### src/rtl/pcileech_sysctl.sv
// -----------------------------------------------------------------------------
// pcileech_sysctl
//
// Board housekeeping shared by every PCILeech FPGA top level:
//   - power-on / requested reset stretching (rst_out is the design-wide reset),
//   - free-running 64-bit cycle counter,
//   - button synchronisation and (optional) debounce, with per-button reset,
//   - LED drivers with off / on / heartbeat / activity modes.
//
// Build option:
//   PCILEECH_SYSCTL_DEBOUNCE_EN  defined   -> per-button debounce counters;
//                                  undefined -> btn_out is the 2-flop
//                                               synchronised raw input.
//
// Ports:
//   clk          in   system clock (100 MHz), sole clock domain
//   rst          in   synchronous active-high reset request
//   btn_in       in   raw asynchronous button pads, active-high
//   led_mode     in   2 bits per LED: 00 off, 01 on, 10 heartbeat, 11 activity
//   led_act      in   per-LED activity pulse
//   led_invert   in   global LED polarity invert
//   btn_out      out  debounced (or synchronised) button level
//   rst_out      out  stretched system reset, active-high, registered
//   tickcount64  out  free-running cycle count
//   led          out  registered LED drive
//
// Power-up values come from register declarations (FPGA configuration
// values): rst_out high, counters zero, LEDs all on.
// -----------------------------------------------------------------------------
module pcileech_sysctl #(
    parameter int                         PARAM_LED_COUNT     = 3,
    parameter int                         PARAM_BTN_COUNT     = 2,
    parameter logic [PARAM_BTN_COUNT-1:0] PARAM_BTN_RST_MASK  = 2'b10,
    parameter int                         PARAM_RST_CYCLES    = 64,
    parameter int                         PARAM_DEBOUNCE_BITS = 16,
    parameter int                         PARAM_BLINK_BIT     = 26,
    parameter int                         PARAM_STRETCH_BITS  = 22
) (
    input  logic                         clk,
    input  logic                         rst,
    input  logic [PARAM_BTN_COUNT-1:0]   btn_in,
    input  logic [2*PARAM_LED_COUNT-1:0] led_mode,
    input  logic [PARAM_LED_COUNT-1:0]   led_act,
    input  logic                         led_invert,
    output logic [PARAM_BTN_COUNT-1:0]   btn_out,
    output logic                         rst_out,
    output logic [63:0]                  tickcount64,
    output logic [PARAM_LED_COUNT-1:0]   led
);

    localparam int RCNT_W = $clog2(PARAM_RST_CYCLES + 1);
    localparam logic [RCNT_W-1:0] RCNT_MAX  = RCNT_W'(PARAM_RST_CYCLES);
    localparam logic [RCNT_W-1:0] RCNT_ONE  = RCNT_W'(1'b1);
    localparam logic [RCNT_W-1:0] RCNT_ZERO = {RCNT_W{1'b0}};

    localparam logic [PARAM_STRETCH_BITS-1:0] SCNT_FULL = {PARAM_STRETCH_BITS{1'b1}};
    localparam logic [PARAM_STRETCH_BITS-1:0] SCNT_ONE  = PARAM_STRETCH_BITS'(1'b1);
    localparam logic [PARAM_STRETCH_BITS-1:0] SCNT_ZERO = {PARAM_STRETCH_BITS{1'b0}};

    // Registered state with power-up values.
    logic [RCNT_W-1:0]             rcnt_r    = RCNT_ZERO;
    logic                          rst_out_r = 1'b1;
    logic [63:0]                   tick_r    = 64'd0;
    logic [PARAM_BTN_COUNT-1:0]    sync1_r   = {PARAM_BTN_COUNT{1'b0}};
    logic [PARAM_BTN_COUNT-1:0]    btn_out_r = {PARAM_BTN_COUNT{1'b0}};
    logic [PARAM_STRETCH_BITS-1:0] scnt_r [PARAM_LED_COUNT] = '{default: SCNT_ZERO};
    logic [PARAM_LED_COUNT-1:0]    led_r     = {PARAM_LED_COUNT{1'b1}};

    // Combinational helpers.
    logic                       req_s;
    logic [RCNT_W-1:0]          rcnt_next_s;
    logic [PARAM_LED_COUNT-1:0] led_f_s;
    logic [PARAM_LED_COUNT-1:0] led_next_s;

    // ------------------------------------------------------------------
    // Reset stretching
    // ------------------------------------------------------------------

    // Merge external and button reset requests; next stretch count saturates.
    always_comb begin
        req_s = rst | (|(btn_out_r & PARAM_BTN_RST_MASK));
        if (req_s) begin
            rcnt_next_s = RCNT_ZERO;
        end else if (rcnt_r >= RCNT_MAX) begin
            rcnt_next_s = RCNT_MAX;
        end else begin
            rcnt_next_s = rcnt_r + RCNT_ONE;
        end
    end

    // Stretch counter and registered reset output; a new request mid-stretch
    // restarts the count while rst_out stays high, so no glitch is possible.
    always_ff @(posedge clk) begin
        rcnt_r    <= rcnt_next_s;
        rst_out_r <= req_s | (rcnt_next_s < RCNT_MAX);
    end

    // ------------------------------------------------------------------
    // Tick counter
    // ------------------------------------------------------------------

    // Free-running cycle counter; only the external request clears it so that
    // a button reset does not disturb timestamps.
    always_ff @(posedge clk) begin
        if (rst) begin
            tick_r <= 64'd0;
        end else begin
            tick_r <= tick_r + 64'd1;
        end
    end

    // ------------------------------------------------------------------
    // Buttons (never reset: the button itself may be the reset source)
    // ------------------------------------------------------------------
`ifdef PCILEECH_SYSCTL_DEBOUNCE_EN
    localparam int DB_W = PARAM_DEBOUNCE_BITS;
    localparam logic [DB_W-1:0] DCNT_FULL = {DB_W{1'b1}};
    localparam logic [DB_W-1:0] DCNT_ONE  = DB_W'(1'b1);
    localparam logic [DB_W-1:0] DCNT_ZERO = {DB_W{1'b0}};

    logic [PARAM_BTN_COUNT-1:0] sync2_r = {PARAM_BTN_COUNT{1'b0}};
    logic [DB_W-1:0]            dcnt_r [PARAM_BTN_COUNT] = '{default: DCNT_ZERO};

    // Two-flop synchroniser for the asynchronous pads.
    always_ff @(posedge clk) begin
        sync1_r <= btn_in;
        sync2_r <= sync1_r;
    end

    // Debounce: count cycles the synced level differs from btn_out; accept the
    // new level once the counter has been all-ones, any reversion restarts.
    always_ff @(posedge clk) begin
        for (int b = 0; b < PARAM_BTN_COUNT; b++) begin
            if (sync2_r[b] == btn_out_r[b]) begin
                dcnt_r[b] <= DCNT_ZERO;
            end else if (dcnt_r[b] == DCNT_FULL) begin
                btn_out_r[b] <= sync2_r[b];
                dcnt_r[b]    <= DCNT_ZERO;
            end else begin
                dcnt_r[b] <= dcnt_r[b] + DCNT_ONE;
            end
        end
    end
`else
    // Debounce width has no role without the debounce counters.
    logic [31:0] unused_debounce_bits_s;
    assign unused_debounce_bits_s = 32'(PARAM_DEBOUNCE_BITS);

    // Two-flop synchroniser; the second flop is the button output itself.
    always_ff @(posedge clk) begin
        sync1_r   <= btn_in;
        btn_out_r <= sync1_r;
    end
`endif

    // ------------------------------------------------------------------
    // LEDs
    // ------------------------------------------------------------------

    // Activity stretch counters: reload on a pulse, otherwise run down to zero.
    always_ff @(posedge clk) begin
        for (int i = 0; i < PARAM_LED_COUNT; i++) begin
            if (rst) begin
                scnt_r[i] <= SCNT_ZERO;
            end else if (led_act[i]) begin
                scnt_r[i] <= SCNT_FULL;
            end else if (scnt_r[i] != SCNT_ZERO) begin
                scnt_r[i] <= scnt_r[i] - SCNT_ONE;
            end else begin
                scnt_r[i] <= SCNT_ZERO;
            end
        end
    end

    // Per-channel lamp function selected by mode, then global polarity.
    always_comb begin
        led_f_s = {PARAM_LED_COUNT{1'b0}};
        for (int i = 0; i < PARAM_LED_COUNT; i++) begin
            case (led_mode[2*i +: 2])
                2'b00:   led_f_s[i] = 1'b0;
                2'b01:   led_f_s[i] = 1'b1;
                2'b10:   led_f_s[i] = tick_r[PARAM_BLINK_BIT];
                2'b11:   led_f_s[i] = (scnt_r[i] != SCNT_ZERO);
                default: led_f_s[i] = 1'b0;
            endcase
        end
        led_next_s = led_f_s ^ {PARAM_LED_COUNT{led_invert}};
    end

    // LED register; all lamps lit during reset regardless of polarity.
    always_ff @(posedge clk) begin
        if (rst_out_r) begin
            led_r <= {PARAM_LED_COUNT{1'b1}};
        end else begin
            led_r <= led_next_s;
        end
    end

    assign btn_out     = btn_out_r;
    assign rst_out     = rst_out_r;
    assign tickcount64 = tick_r;
    assign led         = led_r;

endmodule

### config.mk
export PLATFORM = sky130hd
export DESIGN_NAME = pcileech_sysctl
export DESIGN_NICKNAME = d
export VERILOG_FILES = /design/src/rtl/pcileech_sysctl.sv
export SDC_FILE = /design/constraint.sdc
export NUM_CORES = 1
export LEC_CHECK = 0
export BUFFER_PORTS_ARGS = -buffer_cell sky130_fd_sc_hd__buf_2
export CORE_AREA = 2 2 157 159
export CTS_CLUSTER_DIAMETER = 150
export DETAILED_ROUTE_END_ITERATION = 12
export DIE_AREA = 0 0 159 161
export MAX_ROUTING_LAYER = met4
export PLACE_DENSITY = 0.59
export REMOVE_ABC_BUFFERS = 1
export SLEW_MARGIN = 20
export SYNTH_ARGS = -nofsm -noshare
export SYNTH_HDL_FRONTEND = slang
export SYNTH_SLANG_ARGS = --single-unit
### constraint.sdc
create_clock -name clk -period 2.65 [get_ports clk]
set_clock_uncertainty 0.2 [all_clocks]
set_input_delay 0.265 -clock clk [delete_from_list [all_inputs] [get_ports clk]]
set_output_delay 0.265 -clock clk [all_outputs]
set_load 0.005 [all_outputs]
# Word level (Yosys, flattened, before mapping)
# Memories as Yosys holds them, arrays and structs flattened.
# Cells that the tools add are included.
[totals]
inputBits = 14
memories = 1
ramBits = 66
word_cells = 90
reg_bits = 79
out_inout_bits = 70
[classes]
bitwise_logic = 12
n_lt_le_gt_ge = 2
reduce_logical = 6
eq_ne = 9
muxes = 49
add_sub_neg = 5
[mem_list]
columns = ["memory", "words", "width", "rd", "rd_ports_with_merged_regs", "write_ports", "line", "rtl"]
rows = [
  ["scnt_r", 3, 22, 3, 0, 3, "66", "logic [PARAM_STRETCH_BITS-1:0] scnt_r [PARAM_LED_COUNT] = '{default: SCNT_ZERO};"],
]
[op_table]
columns = ["operator", "count"]
rows = [
  ["$mux 22", 9],
  ["$reduce_bool 22->1", 3],
  ["$sub 22x1->22 const B", 3],
  ["$add 64x1->64 const B", 1],
  ["$mux 1", 35],
  ["$mux 7", 2],
  ["$eq 2x2->1 const B", 6],
  ["$pmux 1 s4", 3],
  ["$or 1x1->1", 11],
  ["$add 7x1->7 const B", 1],
  ["$ge 7x7->1 const B", 1],
  ["$lt 7x7->1 const B", 1],
  ["$eq 2x1->1 const B", 3],
  ["$logic_not 2->1", 3],
  ["$xor 3x3->3", 1],
]

# Depth between registers and ports, before layout
# An unclocked memory read counts as a cell.
[depth]
ltp_word = 8
depth_mapped = 8

# Worst setup path after synthesis
# OpenSTA, ideal clock, no wires.
[synth_timing]
kind = "register -> register"
start = "memory scnt_r[2][7]"
end = "memory scnt_r[2][14], data pin"
synth_period_minus_slack_ns = 2.668
setup_ns = 0.268
path_buffers = 1
arrival_ns = 2.200
slack_ns = -0.018
path_stages_with_launch = 7
cell_sequence = "edfxtp_1 -> or4_4 -> nor4_4 -> or4b_1 -> o21ai_2 -> buf_6 -> a21oi_1"
[synth_lines]
columns = ["element", "line"]
rows = [
  ["start, declared", "66"],
]

==> run metrics <==
Clock transition at path regs 0.06 ns; global route overflow 0; Required @ worst endpoint 2.59 ns; Ports 84; Final Critical Period 2.52 ns; initial antenna violation count 0; WL final 16,500 um; syn avg cell area 9.56 um^2; Power Total 5240 uW; Final Wtd Congestion 0.793; largest net degree at the start of global routing 70; GRT Util Overall 0.135; die area 25,600 um^2; gr busiest metal met2; max-cap check violation count 0; synthesized instance count 743; # diodes 0; vias in the first global route 5,651; Slew Limit Fails 0; Worst Tran Pin Value 0.643 ns; synth unique cells 46; outcome finished, final reports clean; # DRC 0; adder-cell share of the synthesized area 0.0141; final worst-path cycle share 0.951; CP arrival 2.47 ns; nets@finish 946; multi-input logic area 3600 um^2; Vias 5,889; Post-synth ARST share 0; Die Span X 159 um; number of synthesized register bits 145; crit-path cells or4_4 > nor4_4 > or4b_4 > o21ai_2 > buf_4 > a21oi_1; CTS tree yes; Post-synth EDFFs 66; Synth Area in Compound Gates 0.107; fmax 0.397 GHz; met3 GRT Util 0.0313; Synth area leaders edfxtp_1 (28%), dfxtp_1 (22%), xnor2_1 (5.8%); worst setup margin 0.129 ns; Final TNS setup 0 ns; DRT iter0 DRCs 314; row count 57; post-synthesis mux area share 0.00423; clock tree buffer depth 2; met2 GRT Util 0.205; Skew-Pair Late Insertion Delay 0.42 ns; register area 3560 um^2; die height 161 um; clk sinks 145; post-synthesis sequential area ratio 0.502; synthesized area 7100 um^2; Slew HR 0.568; initial core utilization 0.296; pwr/cell area 581 nW/um^2; vias per cell 4.67; CTS buffer count 17; dpl hpwl 11,600 um; top cell type by total area after synthesis edfxtp_1; largest family of logic cells by synthesized area simple AND/OR/NAND/NOR gates; area grow syn2layout 27.1%; Post-Synth XOR/XNOR Area 0.115; DR pass1 iterations 4; maximum vdd drop 421 uV; slowest stage cell, crit path or4_4; Place WS 0.0297 ns; IO buf count 83; slowest cell delay on critical path 0.59 ns; startpoint types register; Hold Slack 0.0286 ns; met1 global-route usage 0.170; P_leak 0.00332 uW; kind of critical path register to register; Min-Delay Path Class input pin to register; Post-Synth Simple-Gate Area 0.227; RSZ-0062 raised after global routing no; final setup fails 0; area share of the largest cell type after synthesis 0.279; final hold violations 0; first-pass GRT wire length 27,500 um; fillcell total 2,426; Core Region 24,000 um^2; Max FO, Critical Path 15; wire per inst 13.1 um; YS warnings 0; final antenna-violating net count 0; share of layout cells above drive strength 1 0.178; Max H-tree Level 4; Synth Flop Type dfxtp_1; CP Capture Type register; Clock Root Buffer clkbuf_16
[flip-flops by register name, summed over array words and instances, names as in the netlist]
| register | flops |
|---|---|
| scnt_r | 66 |
| rcnt_r | 7 |
| btn_out | 2 |
| rst_out | 1 |
| sync1_r | 2 |
| led | 3 |
| tickcount64 | 64 |
[cell usage after synthesis, types with 2 or more instances]
cell type  count
nor3_1        17
mux2i_1        3
buf_2          2
xor2_1        46
or4_1         17
nand2_1       44
clkbuf_1      21
edfxtp_1      66
nand3_1       30
and4_1         3
nor3b_1        4
a21oi_1       53
o31a_1         3
nand4b_1       2
and2_1         6
nand4_1       33
o41ai_1        4
and3_1         9
nand3b_1       2
nor4_1        21
clkbuf_2       2
a31oi_1        3
dfxtp_1       79
buf_1          3
or2_2          3
o31ai_1        9
nor4_2         3
xnor2_1       47
a21o_1         4
or4b_1         2
nor2_1        78
ha_1           8
or3_1         19
nor2b_1        3
o21ai_0       59
inv_1         25
[cell usage in the layout (no fill, tap or decap), drive strengths merged, types with 31 or more instances in the layout]
master / netlist / final
buf: 6 / 120
dfxtp: 79 / 79
nor2: 78 / 78
edfxtp: 66 / 66
conb: 1 / 66
o21ai: 60 / 60
a21oi: 53 / 53
xnor2: 47 / 47
xor2: 46 / 46
nand2: 44 / 44
nand4: 33 / 33
nand3: 31 / 31
inv: 25 / 31
[layer usage]
metal	wire, um	part of all wire	up-vias
met5	0	0	-
met4	527	0.032	0
met3	671	0.041	32
met2	7300	0.44	117
met1	8050	0.49	2735
li1	-	-	3005
[worst max-delay path, delay by kind of cell, from the launching register on]
kind            cells  cell delay [ns]
compound gates      2             0.18
buf+inv             1             0.21
flops               1             0.39
simple gates        3             1.26
[final cells by class]
class | count | area share
flip-flops and latches | 145 | 0.395
clock buffers | 22 | 0.0561
clock inverters | 9 | 0.00998
well taps | 324 | 0.0449
multi-input cells | 609 | 0.399
inverters | 25 | 0.0104
repair buffers | 126 | 0.0848
[cells by family (layout without fill, tap and decap cells)]
| kind of cell | count (synthesis) | after routing |
|---|---|---|
| compound gates | 138 | 138 |
| xor+xnor | 93 | 93 |
| fa+ha+maj | 8 | 8 |
| buf+inv | 54 | 182 |
| flops | 145 | 145 |
| mux | 3 | 3 |
| other cells | 1 | 66 |
| simple gates | 301 | 301 |
[power by group]
group,switching (uW),leakage [uW],internal (uW),total (uW)
Clock,951,0.000296,1460,2410
Sequential,84.2,0.00130,2450,2530
Combinational,166,0.00172,133,298
[metrics by stage]
stage                      util  instances  cell area (um^2)
after floorplan               -        779              7230
after global placement    0.348       1223              8340
after detailed placement  0.348       1223              8340
after CTS                 0.376       1260              9000
after global routing      0.377       1260              9030
final                     0.377       1260              9030
[timing repair]
action                                  4_1_cts  5_1_grt
buffers inserted                              0        0
endpoints found under the setup margin        0       35
endpoints found under the hold margin         5        0
hold buffers                                  6        0
gates resized for setup                       0        5
[worst paths after layout]
path,slack (ns),cells after the start,start,to
setup / recovery,0.13,6,scnt_r[2][7],scnt_r[2][15]
hold / removal,0.03,3,led_mode[0],led[0]
setup reg to reg,0.13,6,scnt_r[2][7],scnt_r[2][15]
hold reg to reg,0.13,0,sync1_r[0],btn_out[0]
Note: power is estimated with default switching activity, not from simulation.
